--- config.mk ---
export PLATFORM = sky130hd
export DESIGN_NAME = sprite_line_scheduler
export DESIGN_NICKNAME = d
export VERILOG_FILES = /design/src/rtl/ppu_pkg.sv /design/src/rtl/sprite_hit_check.sv /design/src/rtl/sprite_line_scheduler.sv
export SDC_FILE = /design/constraint.sdc
export NUM_CORES = 1
export LEC_CHECK = 0
export ABC_AREA = 1
export BUFFER_PORTS_ARGS = -buffer_cell sky130_fd_sc_hd__buf_2
export CORE_MARGIN = 1
export CORE_UTILIZATION = 45
export DETAILED_ROUTE_END_ITERATION = 6
export GPL_ROUTABILITY_DRIVEN = 0
export PLACE_DENSITY = 0.73
export SYNTH_ARGS = -nofsm -noshare
export SYNTH_HDL_FRONTEND = slang
export SYNTH_SLANG_ARGS = --single-unit
export TNS_END_PERCENT = 1
--- constraint.sdc ---
create_clock -name clk -period 3.5 [get_ports clk]
set_input_delay 0.35 -clock clk [delete_from_list [all_inputs] [get_ports clk]]
set_output_delay 0.35 -clock clk [all_outputs]
set_load 0.01 [all_outputs]
--- src/rtl/ppu_pkg.sv ---
// Shared PPU definitions: video timing, sprite attribute layout and the
// scheduler FSM encoding.
package ppu_pkg;

    localparam logic [10:0] HACTIVE = 11'd1280;
    localparam logic [10:0] HTOTAL  = 11'd1600;
    localparam logic [9:0]  VACTIVE = 10'd480;
    localparam logic [9:0]  VTOTAL  = 10'd525;

    localparam int ATTR_Y_LSB     = 0;
    localparam int ATTR_Y_W       = 10;
    localparam int ATTR_X_LSB     = 10;
    localparam int ATTR_X_W       = 10;
    localparam int ATTR_BASE_LSB  = 20;
    localparam int ATTR_BASE_W    = 8;
    localparam int ATTR_COLOR_LSB = 28;
    localparam int ATTR_COLOR_W   = 4;

    typedef enum logic [3:0] {
        IDLE,
        CLEAR,
        RD_ATTR,
        WAIT_ATTR,
        CHECK,
        RD_ROW,
        WAIT_ROW,
        LOAD,
        DONE
    } sched_state_t;

    typedef struct packed {
        logic [ATTR_COLOR_W-1:0] color;
        logic [ATTR_BASE_W-1:0]  base;
        logic [ATTR_X_W-1:0]     x;
        logic [ATTR_Y_W-1:0]     y;
    } attr_t;

    function automatic attr_t unpack_attr(input logic [31:0] word);
        attr_t a;
        a.y     = word[ATTR_Y_LSB     +: ATTR_Y_W];
        a.x     = word[ATTR_X_LSB     +: ATTR_X_W];
        a.base  = word[ATTR_BASE_LSB  +: ATTR_BASE_W];
        a.color = word[ATTR_COLOR_LSB +: ATTR_COLOR_W];
        return a;
    endfunction

endpackage

--- src/rtl/sprite_hit_check.sv ---
// Decides whether a sprite covers a given line and which of its rows lands
// there. Pure combinational so collision logic can share it.
module sprite_hit_check #(
    parameter int SPRITE_H = 16
) (
    input  logic [9:0] t,
    input  logic [9:0] y,
    input  logic [3:0] color,
    output logic       hit,
    output logic [3:0] d
);

    logic [10:0] diff;

    // A line above the sprite wraps diff large, so the height test alone fails it.
    assign diff  = {1'b0, t} - {1'b0, y};
    assign hit   = (color != 4'd0) && (t >= y) && (diff < 11'(SPRITE_H));
    assign d     = diff[3:0];

endmodule

--- src/rtl/sprite_line_scheduler.sv ---
// Scans the attribute table during horizontal blanking and loads the sprite
// output slots for the next visible line, yielding table ports to the host.
module sprite_line_scheduler
    import ppu_pkg::*;
#(
    parameter int NUM_ATTRS = 16,
    parameter int NUM_SLOTS = 8,
    parameter int SPRITE_H  = 16
) (
    input  logic                 clk,
    input  logic                 reset_n,
    input  logic [10:0]          hcount,
    input  logic [9:0]           vcount,
    input  logic                 host_busy,
    output logic                 attr_rd,
    output logic [3:0]           attr_addr,
    input  logic [31:0]          attr_data,
    output logic                 spr_rd,
    output logic [7:0]           spr_addr,
    input  logic [31:0]          spr_data,
    output logic                 slot_clr,
    output logic [NUM_SLOTS-1:0] slot_ld,
    output logic [9:0]           slot_x,
    output logic [31:0]          slot_row,
    output logic [3:0]           slot_color,
    output logic                 line_ready,
    output logic                 overflow,
    output logic                 late
);

    localparam int NSW = $clog2(NUM_SLOTS + 1);

    sched_state_t   state, state_next;
    logic [3:0]     idx;
    logic [NSW-1:0] nslot;
    logic [31:0]    attr_q;
    logic [31:0]    row_q;
    attr_t          attr;
    logic [9:0]     t_line;
    logic           hit;
    logic [3:0]     d;
    logic           abort;
    logic           last_idx;
    logic           slots_full;

    assign attr       = unpack_attr(attr_q);
    assign t_line     = (vcount == VTOTAL - 10'd1) ? 10'd0 : vcount + 10'd1;
    assign abort      = (hcount == HTOTAL - 11'd1) && (state != IDLE);
    assign last_idx   = (idx == 4'(NUM_ATTRS - 1));
    assign slots_full = (nslot == NSW'(NUM_SLOTS));

    sprite_hit_check #(.SPRITE_H(SPRITE_H)) u_hit (
        .t     (t_line),
        .y     (attr.y),
        .color (attr.color),
        .hit   (hit),
        .d     (d)
    );

    // NOTE: clocked state uses non-blocking assignments so every register
    // samples pre-edge values regardless of process ordering.
    always_ff @(posedge clk or negedge reset_n) begin
        if (!reset_n) state <= IDLE;
        else          state <= state_next;
    end

    // NOTE: defaulting state_next before the case keeps this purely
    // combinational; an unassigned path would infer a latch.
    always_comb begin
        state_next = state;
        case (state)
            IDLE:      if (hcount == HACTIVE && t_line < VACTIVE) state_next = CLEAR;
            CLEAR:     state_next = RD_ATTR;
            RD_ATTR:   if (!host_busy) state_next = WAIT_ATTR;
            WAIT_ATTR: state_next = CHECK;
            CHECK: begin
                if (hit)           state_next = slots_full ? DONE : RD_ROW;
                else if (last_idx) state_next = DONE;
                else               state_next = RD_ATTR;
            end
            RD_ROW:    if (!host_busy) state_next = WAIT_ROW;
            WAIT_ROW:  state_next = LOAD;
            LOAD:      state_next = last_idx ? DONE : RD_ATTR;
            DONE:      state_next = IDLE;
            default:   state_next = IDLE;
        endcase
        if (abort) state_next = IDLE;
    end

    always_comb begin
        attr_rd    = 1'b0;
        attr_addr  = 4'd0;
        spr_rd     = 1'b0;
        spr_addr   = 8'd0;
        slot_clr   = 1'b0;
        slot_ld    = '0;
        slot_x     = 10'd0;
        slot_row   = 32'd0;
        slot_color = 4'd0;
        line_ready = 1'b0;
        case (state)
            CLEAR:   slot_clr = 1'b1;
            RD_ATTR: if (!host_busy) begin
                attr_rd   = 1'b1;
                attr_addr = idx;
            end
            RD_ROW:  if (!host_busy) begin
                spr_rd   = 1'b1;
                spr_addr = attr.base + {4'd0, d};
            end
            LOAD: begin
                slot_ld    = NUM_SLOTS'(1) << nslot;
                slot_x     = attr.x;
                slot_row   = row_q;
                slot_color = attr.color;
            end
            DONE:    line_ready = !abort;
            default: ;
        endcase
    end

    // Table data is registered on the cycle after each strobe; CHECK and LOAD
    // then work from the held copies even if the host grabs the port.
    always_ff @(posedge clk or negedge reset_n) begin
        if (!reset_n) begin
            idx      <= 4'd0;
            nslot    <= '0;
            attr_q   <= 32'd0;
            row_q    <= 32'd0;
            overflow <= 1'b0;
            late     <= 1'b0;
        end else if (abort) begin
            late <= 1'b1;
        end else begin
            case (state)
                CLEAR: begin
                    idx      <= 4'd0;
                    nslot    <= '0;
                    overflow <= 1'b0;
                    late     <= 1'b0;
                end
                WAIT_ATTR: attr_q <= attr_data;
                CHECK: begin
                    if (hit && slots_full)      overflow <= 1'b1;
                    else if (!hit && !last_idx) idx <= idx + 4'd1;
                end
                WAIT_ROW:  row_q <= spr_data;
                LOAD: begin
                    nslot <= nslot + NSW'(1);
                    if (!last_idx) idx <= idx + 4'd1;
                end
                default: ;
            endcase
        end
    end

endmodule
==> metrics.md, run 1 <==
| Metric | Value |
|---|---|
| WP data arrival | `about 3.2 ns` |
| Starting density of the core | `0.462` |
| Synth Instances | `between 600 and 700` |
| Post-layout util | `0.574` |
| Initial DRC Count | `around 180` |
| Total GRT Usage | `0.225` |
| Placed cell count | `a little under 1000` |
| DR DRC count | `0` |
| Sequential Area | `a little under 2000 um^2` |
| CTS tree | `done` |
| CTS Buf Count | `9` |
| Share of post-route cells with drive strength above 1 | `0.268` |
| Skew final | `roughly 0.011 ns` |
| Global-route wire length before repair | `20.4 mm` |
| Synth warn | `0` |
| Routed WL | `approximately 12 mm` |
| Area grow syn2layout | `24.3%` |
| Vias in the first global route | `4699` |
| Setup-failing EPs final | `2` |
| Fillers | `1064` |
| Die area | `11500 um^2` |
| Setup bufs post-CTS | `0` |
| Core area | `roughly 11000 um^2` |
| Largest area contributor in the netlist | `dfrtp_1` |
| Multi-input gate area | `between 2000 and 2500 um^2` |
| Critical Path RT | `~3.2 ns` |
| 1st-pass router iterations | `5` |
| PwrDens | `roughly 300 nW/um^2` |
| Post-placement cell area | `roughly 6000 um^2` |
| Period utilization | `1.01` |
| Largest net degree at the start of global routing | `slightly below 80` |
| Reg clk slew, reported paths | `0.10 ns` |
| Achievable Freq | `approximately 280 MHz` |
| Clock network power share | `0.366` |
| Startpoint types | `input port` |
| Fin Setup TNS | `-0.0318 ns` |
| Post-layout nets | `978` |
| Slew Limit Fails | `0` |
| Crit path setup slack, layout | `-0.0285 ns` |
| CP max FO | `3` |
| Register area share after synthesis | `0.392` |
| CTS root buf | `clkbuf_8` |
| RSZ-0062 raised after global routing | `true` |
| Avg Inst Size Synth | `7.18 um^2` |
| Max-Cap Viols | `0` |
| Clock sink total | `approximately 80` |
| Top_reg_cell synth | `dfrtp_1` |
| IO Port Bufs | `between 150 and 200` |
| Ys async rst share | `1.00` |
| Final Instance Area | `~6200 um^2` |
| Reg power frac | `0.508` |
| Syn Nets | `807` |
| VDD IR max | `roughly 0.23 mV` |
| Slew @ Worst Pin | `0.978 ns` |
| # diodes | `0` |
| Num ports | `160` |
| Run status | `complete, but fails checks` |
| #FFs+latches synth | `78` |
| Sw Ratio | `0.285` |
| Detailed Place HPWL | `just over 9 mm` |
| Critical Path End Type | `output pin` |
| P_sw | `approximately 0.52 mW` |
| Slew margin rel. | `0.348` |
| Hold WC Path Type | `input port to asynchronous set/reset pin` |
| CTS H-tree lvls | `3` |
| Total congestion overflow | `0` |
| Detail Route Antenna Nets | `0` |
| Vias per Instance | `approximately 4.7` |
| Filler-free cell count of the finished design | `1010` |
| Comb pwr share | `0.126` |
| Lkg Pwr | `slightly below 4 nW` |
| Synth top area share | `0.392` |
| Min Clock Period, post-route | `roughly 3.5 ns` |
| Clk Latency, worst-skew pair | `roughly 0.36 ns` |
| Placement Rows | `38` |
| Endpoints failing hold | `0` |
| Failing checks | `setup timing` |
| Cell variety after synth | `39` |
| Power after layout | `~1.8 mW` |
| Int Pwr | `~1.3 mW` |
| Initial antenna violation count | `0` |
| DIE WIDTH | `107 um` |
| Synth area leaders | `dfrtp_1 (39%), nor2_1 (12%), inv_1 (10%)` |
| Mapped Area | `4980 um^2` |
| DR WL/cell | `11.8 um` |
| Setup CP Type | `input port to output pin` |
| Routed via count | `approximately 4800` |
| Hold_buf cts | `0` |
| CTS max path bufs | `2` |
| Post-synth EDFFs | `0` |
| Die height | `107 um` |
[final timing paths]
kind	cells after the start	from	to	slack [ns]
max in group asynchronous	1	reset_n	attr[16]$_DFFE_PN0P_	2.73
max	21	vcount[1]	spr_addr[7]	-0.03
min	1	reset_n	row_q[16]$_DFFE_PN0P_	0.14
min reg2reg	1	overflow$_DFFE_PN0P_	overflow$_DFFE_PN0P_	0.51
min in group clk	2	attr_data[27]	attr[27]$_DFFE_PN0P_	0.21
max reg2reg	18	attr[0]$_DFFE_PN0P_	idx[1]$_DFFE_PN0P_	1.19
[power groups by stage]
stage	sequential (mW)	clock [mW]	combinational (mW)
6_report	0.922	0.664	0.229
5_1_grt	0.924	0.713	0.262
4_1_cts	0.922	0.678	0.230
3_5_place_dp	0.940	0	0.225
3_3_place_gp	0.940	0	0.224
2_1_floorplan	0.937	0	0.110
[cell usage after synthesis (2+ instances only)]
master    count
nor3_1       13
a21oi_1      64
inv_1       135
nand2_1      93
o21ai_0       5
buf_2         3
nor2_1      157
dfrtp_1      78
fa_1          2
nor2_2        7
mux2_2        7
a21oi_2       5
buf_8         2
nor3b_1       2
clkbuf_1      7
nor4_1        7
nand2_4       4
o21ai_1       2
buf_4         6
nand3_1      36
xor2_1        6
ha_1         23
a211oi_1      2
xnor2_1       2
inv_2         3
nand4_1      10
[flip-flops by register name (all words and copies together), names as in the netlist]
| name | flops |
|---|---|
| late | 1 |
| nslot | 4 |
| overflow | 1 |
| row_q | 32 |
| idx | 4 |
| state | 4 |
| attr | 32 |
[worst max-delay path, cell delays in order]
cell      delay (ns)
buf_2           0.10
inv_1           0.07
ha_1            0.14
nand2_1         0.06
nor3_2          0.10
nand4_1         0.17
nand2_1         0.11
ha_1            0.16
inv_2           0.05
fa_2            0.35
xor2_1          0.18
ha_1            0.33
nand2_1         0.08
nor2_1          0.05
a211oi_2        0.19
nor2_1          0.08
o21ai_2         0.14
nor2_1          0.07
and3_1          0.14
nor3_1          0.11
buf_2           0.15
[cells by family after synthesis]
logic type / synth area share
simple gates: 0.292
mux: 0.0158
buf+inv: 0.131
xor+xnor: 0.0141
compound gates: 0.0894
fa+ha+maj: 0.0658
flops: 0.392
[per-layer routing]
layer	wire, um	global-route usage
met2	5500	0.381
met4	188	0.0734
met1	5340	0.277
met3	889	0.0626
met5	0	0
[final cells by class]
cell class | count | area share
inverter | 139 | 0.0847
clock buffer | 10 | 0.0222
timing repair buffer | 179 | 0.153
clock inverter | 6 | 0.00869
tap | 140 | 0.0283
multi-input combinational | 458 | 0.388
sequential | 78 | 0.315
[metrics by stage]
step           hold slack (ns)  worst slack (ns)
5_1_grt                  0.205            -0.220
4_1_cts                  0.183           -0.0942
3_3_place_gp             0.482            -0.197
3_5_place_dp             0.487            -0.277
6_report                 0.140           -0.0285
2_1_floorplan           0.0544            0.0456
[cell usage in the layout (no fill, tap or decap), drive strengths merged]
cell and count:
buf 179, nor2 165, inv 140, nand2 98, dfrtp 78, a21oi 69
nand3 36, ha 23, nor3 13, nand4 10, clkbuf 10, nor4 8
mux2 7, o21ai 7, xor2 6, clkinv 4, xnor2 2, or2 2
nor3b 2, a211oi 2, fa 2, and3 1, or3 1, o21a 1
o211ai 1, a32o 1, o22ai 1, clkinvlp 1
[repair_timing]
item / CTS / global route
gates resized for setup: 5 / 4
pin swaps: 2 / 2
setup endpoints to repair: 3 / 5
(Power assumes the default switching activity.)
==> run 2: changes to the inputs <==
CORE_UTILIZATION = 52   (was 45)
PLACE_DENSITY = 0.82   (was 0.73)
==> run 2 against run 1 <==
Effect of this change: clock power up 5.4%; via count up 2.3%; global-route usage up 2.1 points; largest power group unchanged; the flow still finishes with violations (setup timing); core utilization up 11 points; critical path depth unchanged.
==> metrics.md, run 2 (synthesized netlist as in run 1, its figures left out) <==
| Metric | Value |
|---|---|
| Total GRT Usage | `0.246 (+0.0209)` |
| IO Port Bufs | `159 (unchanged)` |
| CTS Buf Count | `9 (unchanged)` |
| CTS H-tree lvls | `3 (unchanged)` |
| Lkg Pwr | `3.89 nW (+1.1%)` |
| Slew @ Worst Pin | `1.03 ns (+0.0526 ns)` |
| Placement Rows | `35 (-7.9%)` |
| Core area | `9240 um^2 (-14%)` |
| Hold WC Path Type | `input port to asynchronous set/reset pin` |
| Endpoints failing hold | `0 (unchanged)` |
| Clk Latency, worst-skew pair | `0.36 ns (about the same)` |
| Clock network power share | `0.371 (+0.005)` |
| Initial antenna violation count | `0 (unchanged)` |
| Skew final | `0.0116 ns (+0.000878 ns)` |
| Post-layout util | `0.688 (+0.114)` |
| Slew margin rel. | `0.312 (-0.0358)` |
| Global-route wire length before repair | `19.5 mm (-4.3%)` |
| Multi-input gate area | `2480 um^2 (+3.5%)` |
| Fillers | `773 (-27%)` |
| Setup CP Type | `input port to output pin` |
| WP data arrival | `3.24 ns (+0.06 ns)` |
| Comb pwr share | `0.139 (+0.013)` |
| Initial DRC Count | `224 (+27%)` |
| CTS root buf | `clkbuf_8` |
| # diodes | `0 (unchanged)` |
| DIE WIDTH | `99.9 um (-6.8%)` |
| Die height | `99.9 um (-6.8%)` |
| Crit path setup slack, layout | `-0.0902 ns (-0.0618 ns)` |
| Sw Ratio | `0.277 (-0.00858)` |
| Starting density of the core | `0.539 (+0.0776)` |
| Max-Cap Viols | `0 (unchanged)` |
| Run status | `complete, but fails checks` |
| Failing checks | `setup timing` |
| Achievable Freq | `279 MHz (-1.7%)` |
| CTS max path bufs | `2 (unchanged)` |
| CP max FO | `3 (unchanged)` |
| 1st-pass router iterations | `5 (unchanged)` |
| DR DRC count | `0 (unchanged)` |
| P_sw | `0.522 mW (+0.77%)` |
| Vias per Instance | `4.87 (+2.6%)` |
| Int Pwr | `1.36 mW (+5.1%)` |
| Setup-failing EPs final | `2 (unchanged)` |
| Most frequent cells in the layout | `buf_2 (156), nor2_1 (155), inv_1 (131)` |
| Sequential Area | `1950 um^2 (unchanged)` |
| Reg clk slew, reported paths | `0.09 ns (about the same)` |
| Vias in the first global route | `4499 (-4.3%)` |
| DR WL/cell | `12.0 um (+1.5%)` |
| Hold_buf cts | `0 (unchanged)` |
| Largest net degree at the start of global routing | `79 (unchanged)` |
| Reg power frac | `0.489 (-0.019)` |
| Slew Limit Fails | `0 (unchanged)` |
| Power after layout | `1.89 mW (+3.9%)` |
| Share of post-route cells with drive strength above 1 | `0.289 (+0.0215)` |
| PwrDens | `297 nW/um^2 (+1.2%)` |
| Detail Route Antenna Nets | `0 (unchanged)` |
| Startpoint types | `input port` |
| Num ports | `160 (unchanged)` |
| Min Clock Period, post-route | `3.59 ns (+0.0618 ns)` |
| CTS tree | `done` |
| Total congestion overflow | `0 (unchanged)` |
| Period utilization | `1.03 (+0.0176)` |
| Routed WL | `12.1 mm (+1.2%)` |
| Die area | `9980 um^2 (-13%)` |
| Detailed Place HPWL | `8.67 mm (-4.8%)` |
| RSZ-0062 raised after global routing | `true` |
| Critical Path End Type | `output pin` |
| Clock sink total | `78 (unchanged)` |
| Post-layout nets | `986 (+0.82%)` |
| Routed via count | `4901 (+2.3%)` |
| Area grow syn2layout | `27.5%` |
| VDD IR max | `0.289 mV (+25%)` |
| Most common cell after layout, fill and taps aside | `buf_2` |
| Critical Path RT | `3.15 ns (about the same)` |
-- run 2: per-stage QoR --
step           instances  setup TNS [ns]  cell area [um^2]  setup WS (ns)  hold WS, ns
2_1_floorplan        694               0              4980         0.0456       0.0544
3_3_place_gp         984          -0.329              5970         -0.232        0.481
3_5_place_dp         984          -0.515              5970         -0.316        0.485
4_1_cts             1002         -0.0850              6200        -0.0850        0.176
5_1_grt             1007          -0.939              6350         -0.274        0.225
6_report            1007          -0.134              6350        -0.0902        0.126
-- run 2: power groups by stage --
| stage | Clock, mW | Sequential (mW) | Combinational, mW |
|---|---|---|---|
| finish | 0.700 | 0.923 | 0.263 |
| global route | 0.748 | 0.925 | 0.297 |
| CTS | 0.710 | 0.922 | 0.235 |
| detailed placement | 0 | 0.940 | 0.225 |
| global placement | 0 | 0.940 | 0.222 |
| floorplan | 0 | 0.937 | 0.110 |
-- run 2: worst paths after layout --
path                                      start               endpoint  slack (ns)  cells past startpoint
setup / recovery                      vcount[1]            spr_addr[7]       -0.09                     21
setup reg to reg            attr[0]$_DFFE_PN0P_     idx[1]$_DFFE_PN0P_        1.14                     18
min in group clk                  attr_data[20]   attr[20]$_DFFE_PN0P_        0.22                      2
hold / removal                          reset_n  row_q[28]$_DFFE_PN0P_        0.13                      1
hold reg to reg            overflow$_DFFE_PN0P_   overflow$_DFFE_PN0P_        0.50                      1
max in group asynchronous               reset_n     idx[2]$_DFFE_PN0P_        2.71                      1
-- run 2: what timing repair did --
| item | 4_1_cts | 5_1_grt |
|---|---|---|
| endpoints found under the hold margin | 0 | 0 |
| endpoints found under the setup margin | 3 | 5 |
| pin swaps | 5 | 20 |
| setup buffers | 2 | 5 |
| gates cloned | 0 | 0 |
| gates resized for setup | 7 | 25 |
-- run 2: cell type report --
type | count | area share
clock inverter | 6 | 0.0112
tap | 129 | 0.0254
multi-input combinational | 458 | 0.391
timing repair buffer | 187 | 0.162
sequential | 78 | 0.307
clock buffer | 10 | 0.0201
inverter | 139 | 0.0833
-- run 2: per-layer routing --
metal	vias up	part of all wire	GRT usage
met1	2216	0.45	0.313
li1	2505	-	-
met4	0	0.016	0.0894
met3	19	0.069	0.0543
met5	-	0	0
met2	161	0.47	0.413
-- run 2: critical path, cell delays in order --
cell and delay [ns]:
buf_8 0.10, inv_4 0.05, ha_4 0.13, nand2_2 0.04
nor3_2 0.16, nand4_1 0.16, nand2_1 0.13, ha_2 0.18
inv_2 0.05, fa_2 0.41, xor2_2 0.19, ha_4 0.24
nand2_2 0.06, nor2_2 0.04, a211oi_2 0.20, nor2_2 0.07
o21ai_2 0.14, nor2_1 0.07, and3_1 0.17, nor3_1 0.15
buf_2 0.15
==> run 3: changes to the inputs <==
SYNTH_HIERARCHICAL = 1   (was unset)
==> run 3 against run 2 <==
Effect of this change: the run now ends clean; count of clock-buffer cells in the layout stayed put; sequential power grew 4.4%; core utilization is 1.8 points lower; critical endpoint unchanged.
==> metrics.md, run 3 <==
| Metric | Value |
|---|---|
| Share of post-route cells with drive strength above 1 | `0.295 (+0.00608)` |
| Top cells by count, synth | `nor2_1 (139), inv_1 (130), nand2_1 (91)` |
| Die area | `10100 um^2 (+1.2%)` |
| Filler-free cell count of the finished design | `973 (-3.4%)` |
| Routed WL | `12.0 mm (-0.61%)` |
| Avg Inst Size Synth | `7.44 um^2 (+3.6%)` |
| Routed via count | `4840 (-1.2%)` |
| Register area share after synthesis | `0.387 (-0.00457)` |
| 1st-pass router iterations | `4 (-1)` |
| Lkg Pwr | `3.82 nW (-1.8%)` |
| Synth Instances | `678 (-2.3%)` |
| Reg power frac | `0.499 (+0.010)` |
| Ys async rst share | `1.00 (unchanged)` |
| Num ports | `160 (unchanged)` |
| Reg-to-Reg End | `idx[3]$_DFFE_PN0P_` |
| Endpoints failing hold | `0 (unchanged)` |
| Critical Path RT | `3.15 ns (about the same)` |
| Slew Limit Fails | `0 (unchanged)` |
| WP data arrival | `3.02 ns (-0.22 ns)` |
| Most frequent cell after synthesis | `nor2_1` |
| R2R cell count | `21 (+3)` |
| Sw Ratio | `0.304 (+0.0276)` |
| CP max FO | `5 (+2)` |
| CTS tree | `done` |
| Vias in the first global route | `4598 (+2.2%)` |
| #FFs+latches synth | `78 (unchanged)` |
| DR WL/cell | `12.3 um (+2.9%)` |
| Slew @ Worst Pin | `0.970 ns (-0.0610 ns)` |
| Vias per Instance | `4.97 (+2.2%)` |
| Hold_buf cts | `0 (unchanged)` |
| Comb pwr share | `0.163 (+0.024)` |
| Max-Cap Viols | `0 (unchanged)` |
| Area grow syn2layout | `23.8%` |
| Syn Nets | `791 (-2.0%)` |
| Largest area contributor in the netlist | `dfrtp_1` |
| Hold WC Path Type | `input port to asynchronous set/reset pin` |
| Slew margin rel. | `0.354 (+0.0414)` |
| Detail Route Antenna Nets | `0 (unchanged)` |
| Starting density of the core | `0.541 (+0.00124)` |
| Final Instance Area | `6240 um^2 (-1.7%)` |
| Post-layout nets | `951 (-3.5%)` |
| Post-synth EDFFs | `0 (unchanged)` |
| Most frequent cells in the layout | `buf_2 (156), nor2_1 (138), inv_1 (123)` |
| Placed cell count | `952 (-3.3%)` |
| Clock network power share | `0.337 (-0.034)` |
| Clk Latency, worst-skew pair | `0.34 ns (-0.02 ns)` |
| Skew final | `0.0149 ns (+0.00326 ns)` |
| Top_reg_cell synth | `dfrtp_1` |
| Critical Path End Type | `output pin` |
| Worst R2R Setup Slack | `0.93 ns (-0.21 ns)` |
| P_sw | `0.588 mW (+13%)` |
| Setup CP Type | `input port to output pin` |
| Largest net degree at the start of global routing | `79 (unchanged)` |
| CTS Buf Count | `9 (unchanged)` |
| Int Pwr | `1.34 mW (-1.5%)` |
| Reg2Reg Launch Point | `attr[0]$_DFFE_PN0P_` |
| Clock sink total | `78 (unchanged)` |
| Die height | `100 um (+0.58%)` |
| Placement Rows | `35 (unchanged)` |
| CTS H-tree lvls | `3 (unchanged)` |
| VDD IR max | `0.247 mV (-14%)` |
| IO Port Bufs | `159 (unchanged)` |
| Min Clock Period, post-route | `3.37 ns (-0.224 ns)` |
| Synth area leaders | `dfrtp_1 (39%), nor2_1 (10%), inv_1 (9.7%)` |
| Mapped Area | `5040 um^2 (+1.2%)` |
| DIE WIDTH | `100 um (+0.58%)` |
| Detailed Place HPWL | `8.97 mm (+3.5%)` |
| Post-placement cell area | `5890 um^2 (-1.3%)` |
| Initial DRC Count | `147 (-34%)` |
| Startpoint types | `input port` |
| Synth top area share | `0.387 (-0.00457)` |
| Core area | `9330 um^2 (+0.95%)` |
| Setup-failing EPs final | `0 (-2)` |
| Reg clk slew, reported paths | `0.09 ns (about the same)` |
| CTS root buf | `clkbuf_8` |
| Global-route wire length before repair | `19.5 mm (-0.32%)` |
| Total GRT Usage | `0.240 (-0.00646)` |
| Initial antenna violation count | `1 (+1)` |
| Most common cell after layout, fill and taps aside | `buf_2` |
| Synth warn | `6 (+6)` |
| Period utilization | `0.962 (-0.0639)` |
| Cell variety after synth | `36 (-7.7%)` |
| CTS max path bufs | `2 (unchanged)` |
| Run status | `completed` |
| DR DRC count | `0 (unchanged)` |
| Total congestion overflow | `0 (unchanged)` |
| Achievable Freq | `297 MHz (+6.6%)` |
| PwrDens | `309 nW/um^2 (+4.2%)` |
## run 3: final cells by class
class,count,area (um^2)
Antenna cell,1,2.50
Fill cell,791,3080
Clock inverter,6,52.6
Sequential cell,78,1950
Clock buffer,10,138
Inverter,137,519
Multi-Input combinational cell,445,2540
Tap cell,129,161
Timing Repair Buffer,167,878
## run 3: worst max-delay path, stage by stage
cell,delay [ns]
buf_8,0.08
inv_4,0.03
ha_4,0.14
inv_2,0.03
nor2_1,0.03
nand3_1,0.11
inv_2,0.08
nor2_4,0.11
inv_2,0.05
ha_4,0.16
fa_2,0.37
xnor2_1,0.14
ha_1,0.36
nand3_2,0.10
nand2_2,0.10
nand2_2,0.06
a21boi_2,0.18
nand2_1,0.09
o21ai_1,0.14
nand2_1,0.06
nor2_1,0.10
buf_2,0.13
## run 3: power groups by stage
stage	logic (mW)	registers, mW	clock network (mW)
6_report	0.315	0.964	0.651
5_1_grt	0.361	0.969	0.703
4_1_cts	0.299	0.963	0.664
3_5_place_dp	0.298	0.980	0
3_3_place_gp	0.283	0.978	0
2_1_floorplan	0.193	0.964	0
## run 3: logic make-up (layout without fill, tap and decap cells)
| kind of cell | after synthesis | after routing | share of synthesized area |
|---|---|---|---|
| simple gates | 315 | 315 | 0.276 |
| buf+inv | 155 | 320 | 0.129 |
| compound gates | 85 | 85 | 0.0888 |
| flops | 78 | 78 | 0.387 |
| fa+ha+maj | 25 | 25 | 0.0650 |
| mux | 15 | 15 | 0.0447 |
| xor+xnor | 5 | 5 | 0.00868 |
| other cells | 0 | 1 | 0 |
## run 3: worst max-delay path by stage
| stage | from | end | slack, ns | cells past startpoint |
|---|---|---|---|---|
| after floorplan | vcount[0] | spr_addr[7] | 0.30 | 20 |
| after global placement | vcount[0] | spr_addr[7] | 0.07 | 22 |
| after detailed placement | vcount[0] | spr_addr[7] | -0.04 | 22 |
| after CTS | vcount[0] | spr_addr[7] | 0.04 | 22 |
| after global routing | vcount[0] | spr_addr[7] | -0.09 | 22 |
| final | vcount[0] | spr_addr[7] | 0.13 | 22 |
## run 3: per-stage QoR
| stage | TNS (ns) | util | total power, mW | setup WS [ns] | hold WS (ns) |
|---|---|---|---|---|---|
| 6_report | 0 | 0.669 | 1.93 | 0.133 | 0.152 |
| 3_5_place_dp | -0.0375 | 0.632 | 1.28 | -0.0375 | 0.484 |
| 4_1_cts | 0 | 0.652 | 1.93 | 0.0359 | 0.183 |
| 5_1_grt | -0.107 | 0.669 | 2.03 | -0.0932 | 0.210 |
| 2_1_floorplan | 0 | - | 1.16 | 0.303 | 0.0544 |
| 3_3_place_gp | 0 | 0.632 | 1.26 | 0.0734 | 0.479 |
## run 3: repair_timing
| action | in CTS | in global routing |
|---|---|---|
| endpoints found under the setup margin | 1 | 4 |
| gates resized for setup | 1 | 36 |
| pin swaps | 0 | 19 |
| setup buffers | 0 | 4 |
## run 3: per-layer routing
| metal | GRT usage | routed length, um | part of all wire | vias up |
|---|---|---|---|---|
| met3 | 0.0520 | 631 | 0.053 | 22 |
| met1 | 0.286 | 5050 | 0.42 | 2246 |
| li1 | - | - | - | 2423 |
| met5 | 0 | 0 | 0 | - |
| met4 | 0.0803 | 282 | 0.024 | 0 |
| met2 | 0.428 | 6030 | 0.50 | 149 |
